`src/rtl/accel_dispatch_queue.sv`:
```
// Commit-gated dispatch queue between CVA6 issue and the Ara request interface.
// Optional stall performance counter is enabled by defining ACCEL_DISPATCH_PERF_EN.
module accel_dispatch_queue #(
   parameter int unsigned Depth       = 4,
   parameter int unsigned TransIdBits = 3,
   parameter int unsigned XLEN        = 64
) (
   input  logic                   clk_i,
   input  logic                   rst_i,
   input  logic                   flush_i,
   input  logic                   req_valid_i,
   output logic                   req_ready_o,
   input  logic [31:0]            req_insn_i,
   input  logic [XLEN-1:0]        req_rs1_i,
   input  logic [XLEN-1:0]        req_rs2_i,
   input  logic [TransIdBits-1:0] req_trans_id_i,
   input  logic                   commit_i,
   output logic                   acc_req_valid_o,
   input  logic                   acc_req_ready_i,
   output logic [31:0]            acc_insn_o,
   output logic [XLEN-1:0]        acc_rs1_o,
   output logic [XLEN-1:0]        acc_rs2_o,
   output logic [TransIdBits-1:0] acc_trans_id_o,
   input  logic                   acc_resp_valid_i,
   input  logic [XLEN-1:0]        acc_resp_result_i,
   input  logic [TransIdBits-1:0] acc_resp_trans_id_i,
   input  logic                   acc_resp_error_i,
   output logic                   wb_valid_o,
   output logic [XLEN-1:0]        wb_result_o,
   output logic [TransIdBits-1:0] wb_trans_id_o,
   output logic                   wb_exception_o,
   output logic                   idle_o,
   output logic [31:0]            stall_cycles_o
);

   localparam int unsigned IdxW = (Depth > 1) ? $clog2(Depth) : 1;
   localparam int unsigned PtrW = IdxW + 1;
   localparam int unsigned CntW = $clog2(Depth + 1);

   typedef struct packed {
      logic [31:0]            insn;
      logic [XLEN-1:0]        rs1;
      logic [XLEN-1:0]        rs2;
      logic [TransIdBits-1:0] trans_id;
   } entry_t;

   entry_t mem_q [Depth];
   entry_t wr_entry;

   logic [PtrW-1:0] head_q, head_d;
   logic [PtrW-1:0] commit_q, commit_d;
   logic [PtrW-1:0] tail_q, tail_d;
   logic [CntW-1:0] outst_q, outst_d;

   logic                   wb_valid_q;
   logic [XLEN-1:0]        wb_result_q;
   logic [TransIdBits-1:0] wb_trans_id_q;
   logic                   wb_exception_q;

   logic full;
   logic enq;
   logic issue;
   logic resp_accept;
   logic [IdxW-1:0] head_idx;

   // Pointers carry a wrap bit: full when indices match but wrap bits differ.
   assign full        = (head_q[PtrW-1] != tail_q[PtrW-1]) &&
                        (head_q[IdxW-1:0] == tail_q[IdxW-1:0]);
   assign req_ready_o = !full && !flush_i;
   assign enq         = req_valid_i && req_ready_o;

   assign acc_req_valid_o = (head_q != commit_q) && (outst_q < CntW'(Depth));
   assign issue           = acc_req_valid_o && acc_req_ready_i;
   assign resp_accept     = acc_resp_valid_i && (outst_q != '0);

   assign head_idx       = head_q[IdxW-1:0];
   assign acc_insn_o     = mem_q[head_idx].insn;
   assign acc_rs1_o      = mem_q[head_idx].rs1;
   assign acc_rs2_o      = mem_q[head_idx].rs2;
   assign acc_trans_id_o = mem_q[head_idx].trans_id;

   assign idle_o = (head_q == tail_q) && (outst_q == '0);

   assign wr_entry = '{insn: req_insn_i, rs1: req_rs1_i, rs2: req_rs2_i,
                       trans_id: req_trans_id_i};

   // Next-state for pointers and outstanding count; commit resolves before flush.
   always_comb begin
      head_d   = head_q;
      commit_d = commit_q;
      tail_d   = tail_q;
      outst_d  = outst_q;
      if (enq) tail_d = tail_q + PtrW'(1);
      if (commit_i && (commit_q != tail_q)) commit_d = commit_q + PtrW'(1);
      if (flush_i) tail_d = commit_d;
      if (issue) head_d = head_q + PtrW'(1);
      case ({issue, resp_accept})
         2'b10:   outst_d = outst_q + CntW'(1);
         2'b01:   outst_d = outst_q - CntW'(1);
         default: outst_d = outst_q;
      endcase
   end

   always_ff @(posedge clk_i) begin
      if (rst_i) begin
         head_q         <= '0;
         commit_q       <= '0;
         tail_q         <= '0;
         outst_q        <= '0;
         wb_valid_q     <= 1'b0;
         wb_result_q    <= '0;
         wb_trans_id_q  <= '0;
         wb_exception_q <= 1'b0;
      end else begin
         head_q     <= head_d;
         commit_q   <= commit_d;
         tail_q     <= tail_d;
         outst_q    <= outst_d;
         wb_valid_q <= resp_accept;
         if (resp_accept) begin
            wb_result_q    <= acc_resp_result_i;
            wb_trans_id_q  <= acc_resp_trans_id_i;
            wb_exception_q <= acc_resp_error_i;
         end
      end
   end

   // Payload storage needs no reset; pointers define which slots are live.
   always_ff @(posedge clk_i) begin
      if (enq) mem_q[tail_q[IdxW-1:0]] <= wr_entry;
   end

   assign wb_valid_o     = wb_valid_q;
   assign wb_result_o    = wb_result_q;
   assign wb_trans_id_o  = wb_trans_id_q;
   assign wb_exception_o = wb_exception_q;

`ifdef ACCEL_DISPATCH_PERF_EN
   logic [31:0] stall_q, stall_d;

   // Saturating count of cycles the accelerator back-pressures a valid request.
   always_comb begin
      stall_d = stall_q;
      if (acc_req_valid_o && !acc_req_ready_i && (stall_q != '1))
         stall_d = stall_q + 32'(1);
   end

   always_ff @(posedge clk_i) begin
      if (rst_i) stall_q <= '0;
      else       stall_q <= stall_d;
   end

   assign stall_cycles_o = stall_q;
`else
   assign stall_cycles_o = '0;
`endif

endmodule

```
`config.mk`:
```
export PLATFORM = sky130hd
export DESIGN_NAME = accel_dispatch_queue
export DESIGN_NICKNAME = d
export VERILOG_FILES = /design/src/rtl/accel_dispatch_queue.sv
export SDC_FILE = /design/constraint.sdc
export NUM_CORES = 1
export LEC_CHECK = 0
export BUFFER_PORTS_ARGS = -buffer_cell sky130_fd_sc_hd__buf_4
export CAP_MARGIN = 25
export CORE_ASPECT_RATIO = 1.5
export CORE_UTILIZATION = 45
export DETAILED_ROUTE_END_ITERATION = 16
export PLACE_DENSITY = 0.67
export SETUP_SLACK_MARGIN = 0.2
export SLEW_MARGIN = 20
export SYNTH_ARGS = -nofsm -noshare
export SYNTH_HDL_FRONTEND = slang
export SYNTH_SLANG_ARGS = --single-unit
```
`constraint.sdc`:
```
create_clock -name clk_i -period 6.7 [get_ports clk_i]
set_input_delay 0 -clock clk_i [delete_from_list [all_inputs] [get_ports clk_i]]
set_output_delay 0 -clock clk_i [all_outputs]
set_load 0.1 [all_outputs]
```
==> results.ini, run 1 <==
[critical_path]
crit_required_ns=6.91
critical_path_class=reg -> reg
ff2ff_path_depth=5
worstReg2RegStart=tail_q[0]
cp_cell_sequence=xor2_1 > nor3_1 > nor3b_1 > and2_4 > buf_4
reg2reg_slack_ns=3.35
critPathArrivalTime_ns=3.56
start_kind=flip-flop
cp_max_fo=53
rr_endpoint=mem_q[1][8]
crit_start=tail_q[0]
slowest_stage=buf_4
critPathTopFamily=simple AND/OR/NAND/NOR gates
endpoint=mem_q[1][8]
cp_slowest_stage_delay_ns=0.76
cp.depth=5
end_kind=flip-flop
cp_num_buf_inv=1

[global_routing]
grt_max_degree=132
grt-ovfl-total=0
track_usage=0.2020
antenna_found_initial=7
grt_pass1_vias=15810
grt_pass1_wl_um=91740

[power]
p_sw_mw=6.381
vdd_ir_drop_max_mv=0.3464
sequentialPowerShare=0.351
p_int_mw=9.083
pwr-share-comb=0.398
power_frac_clock=0.251
swShare=0.4126
p_per_area_nw_per_um2=430.0
p_leak_nw=12.54

[synthesis]
synth_top_cell_area_share=0.7274
yosysWarnings=0
synthTopCellsByArea=edfxtp_1, mux4_2, dfxtp_1
synth_top_area_cell=edfxtp_1
syn-instance-count=1278
synthesis.area_um2=26920
seq_area_frac_synth=0.7891
avgSynthCellArea_um2=21.06
synth_seq_cells=735
synth.distinct_cells=39

[timing]
grt_setup_unrepaired=false
final.setup.worst_slack_ns=3.355
slew_viol_final=0
final.setup.tns_ns=0
hold_viol=0
post-route-period-util=0.4993
fin_crit_ns=3.345
fmax_mhz=298.9
maxSlewHeadroom=0.3606
finalSetupViolCount=0
hold_slack_ns=0.06083
tightest_slew_ns=0.9591
finalClockSkew_ns=0.02276

[finish]
layout_commonest_cell=edfxtp_1
drive_gt1_frac=0.3664
layout_common_cells=edfxtp_1, buf_4, dlygate4sd3_1, mux4_2, nand2_1
finalCoreUtilization=0.6090
finalNetCount=2269
syn2layout_area_growth_pct=33.60
fillers=4166

[cts]
cts_tree=yes
clockBufferDepth=3
htreeDepth=3
cts_buffers=69
cts_sinks=735
clk_latency_ns=0.60
root_buffer=clkbuf_16
clk_pin_slew_ns=0.07
ctsResizeCount=0

[detailed_routing]
ant_nets=0
drtIter0Drc=645
drc=0
routedWlPerCell_um=21.29
vias=14500
vias_per_cell=5.080
wl_um=60770
firstDrtPassIters=5

[die]
start_util=0.4558
core.rowCount=109
ios=505
die-height_um=301.5
dieWidth_um=201.7
core_um2=59050
dieArea_um2=60810

[place]
place_congestion=0.8174
dp_slack_ns=3.330
port_buffers=472
dp_hpwl_um=37420

[job]
cap_violations=0

[status]
run_status=finished, final reports clean

[hold_path]
min-delay-path-class=in -> reg

[state kept, by name, summed over array words and instances (netlist names), named ones only]
signal	count
commit_q	3
tail_q	3
wb_result_o	64
mem_q	652
head_q	3
outst_q	3
wb_trans_id_o	3
wb_valid_o	1
wb_exception_o	1
[stage by stage]
stage / cells / instance area, um2 / power [mW]
after detailed placement: 2479 / 31180 / 11.58
after global placement: 2479 / 31180 / 11.55
after global routing: 2855 / 35960 / 15.97
after CTS: 2850 / 35920 / 15.61
final: 2855 / 35960 / 15.46
after floorplan: 1309 / 27030 / 10.36
[power by group through the flow]
stage	Combinational (mW)	Sequential [mW]	Clock, mW
after floorplan	4.37	5.99	0
after global placement	5.98	5.57	0
after detailed placement	5.99	5.59	0
after CTS	6.14	5.49	3.98
after global routing	6.38	5.45	4.14
final	6.16	5.42	3.88
[synth_stat cells]
master,n
a221oi_2,1
o21ai_0,2
inv_1,9
a31oi_1,2
nor3_1,4
edfxtp_1,652
a311oi_2,1
nor3b_1,1
nand4b_1,1
dfxtp_1,83
buf_1,6
mux2i_1,3
a21oi_1,70
a311oi_1,1
conb_1,1
xor2_1,9
nand3_1,2
o311ai_1,1
o31ai_4,1
buf_4,40
ha_1,7
o21a_1,1
nor4b_1,1
and2_1,4
xnor2_1,6
nand2_2,1
or3_1,2
clkbuf_1,19
nand2_1,138
or3b_1,1
o31ai_2,1
fa_1,1
nor2_1,13
o32ai_1,1
or4_1,1
inv_2,1
buf_6,2
buf_2,25
mux4_2,163
[metal layers]
layer  track usage  wire length [um]
met5             0                38
met4        0.1057              2506
met3       0.04938              4043
met2        0.3520             31760
met1        0.2303             22430
[worst min-delay path by stage]
stage | cells past startpoint | to | slack (ns) | startpoint
global route | 4 | wb_valid_o | 0.12 | acc_resp_valid_i
floorplan | 0 | mem_q[0][0] | 0.1 | req_trans_id_i[0]
CTS | 4 | wb_valid_o | 0.03 | acc_resp_valid_i
global placement | 1 | mem_q[1][124] | 0.20 | req_rs1_i[57]
detailed placement | 1 | mem_q[2][148] | 0.20 | req_insn_i[17]
finish | 4 | wb_valid_o | 0.06 | acc_resp_valid_i
[what timing repair did]
| action | 4_1_cts | 5_1_grt |
|---|---|---|
| hold buffers | 249 | 0 |
| endpoints found under the hold margin | 734 | 0 |
| setup buffers | 0 | 0 |
[logic make-up after synthesis]
group | synth area share
buf+inv | 0.02152
flops | 0.7891
mux | 0.1375
compound gates | 0.01748
xor+xnor | 0.004881
simple gates | 0.02534
fa+ha+maj | 0.003998
other cells | 0.0001393
[tightest hold or removal path, delay by kind of cell]
| family | cells | cell delay [ns] |
|---|---|---|
| and+or+nand+nor | 2 | 0.19 |
| buffers and inverters | 2 | 0.40 |
[final cells by class]
| class | instances | area, um2 | share of cell area |
|---|---|---|---|
| diodes | 4 | 10.01 | 0.0002783 |
| clock buffers | 80 | 1841 | 0.05118 |
| clock inverters | 42 | 406.6 | 0.01131 |
| inverters | 10 | 37.54 | 0.001044 |
| multi-input cells | 472 | 5223 | 0.1452 |
| flip-flops and latches | 735 | 21250 | 0.5909 |
| well taps | 777 | 972.2 | 0.02703 |
| repair buffers | 735 | 6223 | 0.1731 |
No activity file was read; power rests on OpenSTA's default activity.
==> run 2: changes to the inputs <==
--- a/config.mk
+++ b/config.mk
@@ -10,7 +10,7 @@
 export CORE_ASPECT_RATIO = 1.5
 export CORE_UTILIZATION = 45
 export DETAILED_ROUTE_END_ITERATION = 16
-export PLACE_DENSITY = 0.67
+export PLACE_DENSITY = 0.69
 export SETUP_SLACK_MARGIN = 0.2
 export SLEW_MARGIN = 20
 export SYNTH_ARGS = -nofsm -noshare
==> constraint.sdc (replaced) <==
create_clock -name clk_i -period 2.7 [get_ports clk_i]
set_input_delay 0 -clock clk_i [delete_from_list [all_inputs] [get_ports clk_i]]
set_output_delay 0 -clock clk_i [all_outputs]
set_load 0.1 [all_outputs]
==> run 2 against run 1 <==
- register-to-register slack got worse by 3.0 ns
- power is 150% higher
- design area increased by 1.6%
- sequential share of layout area decreased by 0.88 points
- worst setup slack got worse by 3.0 ns
- via count rose by 2.8%
- final cell count up 1.4%
- utilization increased by 0.97 points
- maximum frequency increased by 41%
- critical path type unchanged
- highest routed layer unchanged
==> results.ini, run 2 (synthesized netlist as in run 1, its figures left out) <==
[place]
place_congestion=0.8175  ; was 0.8174
port_buffers=472  ; unchanged
dp.cells=2499  ; was 2479
dp_slack_ns=0.4151  ; was 3.330 ns
dp_hpwl_um=39500  ; was 37420 um
placed_area_um2=31590  ; was 31180 um2

[detailed_routing]
drtIter0Drc=832  ; was 645
drc=0  ; unchanged
firstDrtPassIters=4  ; was 5
vias_per_cell=5.146  ; was 5.080
ant_nets=0  ; unchanged
wl_um=63080  ; was 60770 um
routedWlPerCell_um=21.78  ; was 21.29 um
vias=14900  ; was 14500

[timing]
hold_slack_ns=0.1286  ; was 0.06083 ns
fin_crit_ns=2.380  ; was 3.345 ns
finalClockSkew_ns=0.01071  ; was 0.02276 ns
hold_viol=0  ; unchanged
grt_setup_unrepaired=true  ; was false
tightest_slew_ns=0.8961  ; was 0.9591 ns
post-route-period-util=0.8814  ; was 0.4993
final.setup.worst_slack_ns=0.3203  ; was 3.355 ns
final.setup.tns_ns=0  ; unchanged
maxSlewHeadroom=0.4026  ; was 0.3606
fmax_mhz=420.2  ; was 298.9 MHz
slew_viol_final=0  ; unchanged
finalSetupViolCount=0  ; unchanged

[critical_path]
critPathArrivalTime_ns=2.92  ; was 3.56 ns
crit_required_ns=3.24  ; was 6.91 ns
cp_cell_sequence=or3_1 > nand2_2 > buf_6 > nand2_1 > a21oi_1 > dlygate4sd3_1  ; was xor2_1 > nor3_1 > nor3b_1 > and2_4 > buf_4
start_kind=flip-flop  ; unchanged
reg2reg_slack_ns=0.32  ; was 3.35 ns
cp_slowest_stage_delay_ns=0.62  ; was 0.76 ns
cp_max_fo=69  ; was 53
end_kind=flip-flop  ; unchanged
slowest_stage=dlygate4sd3_1  ; was buf_4
critPathTopFamily=buffers and inverters  ; was simple AND/OR/NAND/NOR gates
cp_num_buf_inv=2  ; was 1
critical_path_class=reg -> reg  ; unchanged

[finish]
finalNetCount=2306  ; was 2269
instances_no_fill=2896  ; was 2855
finalCoreUtilization=0.6187  ; was 0.6090
layout_commonest_cell=edfxtp_1  ; unchanged
largest_register_ffs=652  ; unchanged
fillers=4060  ; was 4166
stdcell_area_um2=36540  ; was 35960 um2
layout_common_cells=edfxtp_1, buf_4, dlygate4sd3_1, mux4_2, nand2_1  ; unchanged
syn2layout_area_growth_pct=35.74  ; was 33.60%
drive_gt1_frac=0.3781  ; was 0.3664

[cts]
clockBufferDepth=3  ; unchanged
cts_buffers=69  ; unchanged
cts_setup_buffers=0  ; unchanged
root_buffer=clkbuf_16  ; unchanged
cts_sinks=735  ; unchanged
htreeDepth=3  ; unchanged
clk_pin_slew_ns=0.06  ; was 0.07 ns
clk_latency_ns=0.61  ; was 0.60 ns
cts_tree=yes  ; unchanged

[power]
power_frac_clock=0.246  ; was 0.251
pwr-share-comb=0.405  ; was 0.398
p_int_mw=22.54  ; was 9.083 mW
sequentialPowerShare=0.349  ; was 0.351
swShare=0.4160  ; was 0.4126
p_leak_nw=12.83  ; was 12.54 nW
p_total_mw=38.60  ; was 15.46 mW
vdd_ir_drop_max_mv=0.9363  ; was 0.3464 mV
p_per_area_nw_per_um2=1056  ; was 430.0 nW/um2
p_sw_mw=16.06  ; was 6.381 mW

[global_routing]
grt_pass1_vias=16040  ; was 15810
grt_use_met2=0.3541  ; was 0.3520
antenna_found_initial=8  ; was 7
use_met1=0.2462  ; was 0.2303
top_usage_layer=met2  ; unchanged
grt_pass1_wl_um=94230  ; was 91740 um
grt.met3_usage=0.04949  ; was 0.04938
track_usage=0.2070  ; was 0.2020
grt-ovfl-total=0  ; unchanged
grt_max_degree=87  ; was 132

[die]
core_um2=59050  ; unchanged
die-height_um=301.5  ; unchanged
dieArea_um2=60810  ; unchanged
start_util=0.4558  ; unchanged
ios=505  ; unchanged
core.rowCount=109  ; unchanged
dieWidth_um=201.7  ; unchanged

[status]
run_status=finished, final reports clean  ; unchanged

[job]
cap_violations=0  ; unchanged

[hold_path]
min-delay-path-class=in -> reg  ; unchanged

[run 2: cell count changes in the layout (fill, tap and decap cells not counted), moves of 3 or more]
cell / change
clkinv_1: -10
dlygate4sd3_1: +17
buf_4: +4
dfxtp_1: -5
buf_12: +13
clkinv_2: +9
dfxtp_4: +4
clkbuf_1: +6
bufinv_16: -3
[run 2: repair_timing]
action	in CTS	in global routing
gates resized for setup	1	2
endpoints found under the setup margin	1	28
hold buffers	266	0
cloned	0	1
endpoints found under the hold margin	743	0
[run 2: worst paths after layout]
kind / from / end / cells after the start
setup / recovery: outst_q[2] / wb_trans_id_o[1] / 6
hold / removal: req_rs2_i[36] / mem_q[1][39] / 2
setup reg to reg: outst_q[2] / wb_trans_id_o[1] / 6
hold reg to reg: wb_result_o[21] / wb_result_o[21] / 2
[run 2: layout make-up]
class,instances,area [um2],area share
Inverter,10,37.54,0.001027
Clock buffer,87,1868,0.05113
Sequential cell,735,21260,0.5820
Timing Repair Buffer,772,6731,0.1842
Tap cell,777,972.2,0.02661
Antenna cell,3,7.507,0.0002055
Multi-Input combinational cell,472,5284,0.1446
Clock inverter,40,370.4,0.01014
[run 2: power by group through the flow]
stage	Clock [mW]	Sequential [mW]	Combinational [mW]
finish	9.51	13.5	15.6
global route	10.2	13.5	16.2
CTS	9.75	13.4	15.7
detailed placement	0	13.7	15.3
global placement	0	13.6	15.2
floorplan	0	14.8	10.9
[run 2: per-layer routing]
layer / up-vias / part of all wire
met5: - / 0.00094
met4: 10 / 0.043
met3: 138 / 0.067
met2: 590 / 0.51
met1: 7536 / 0.38
li1: 6630 / -
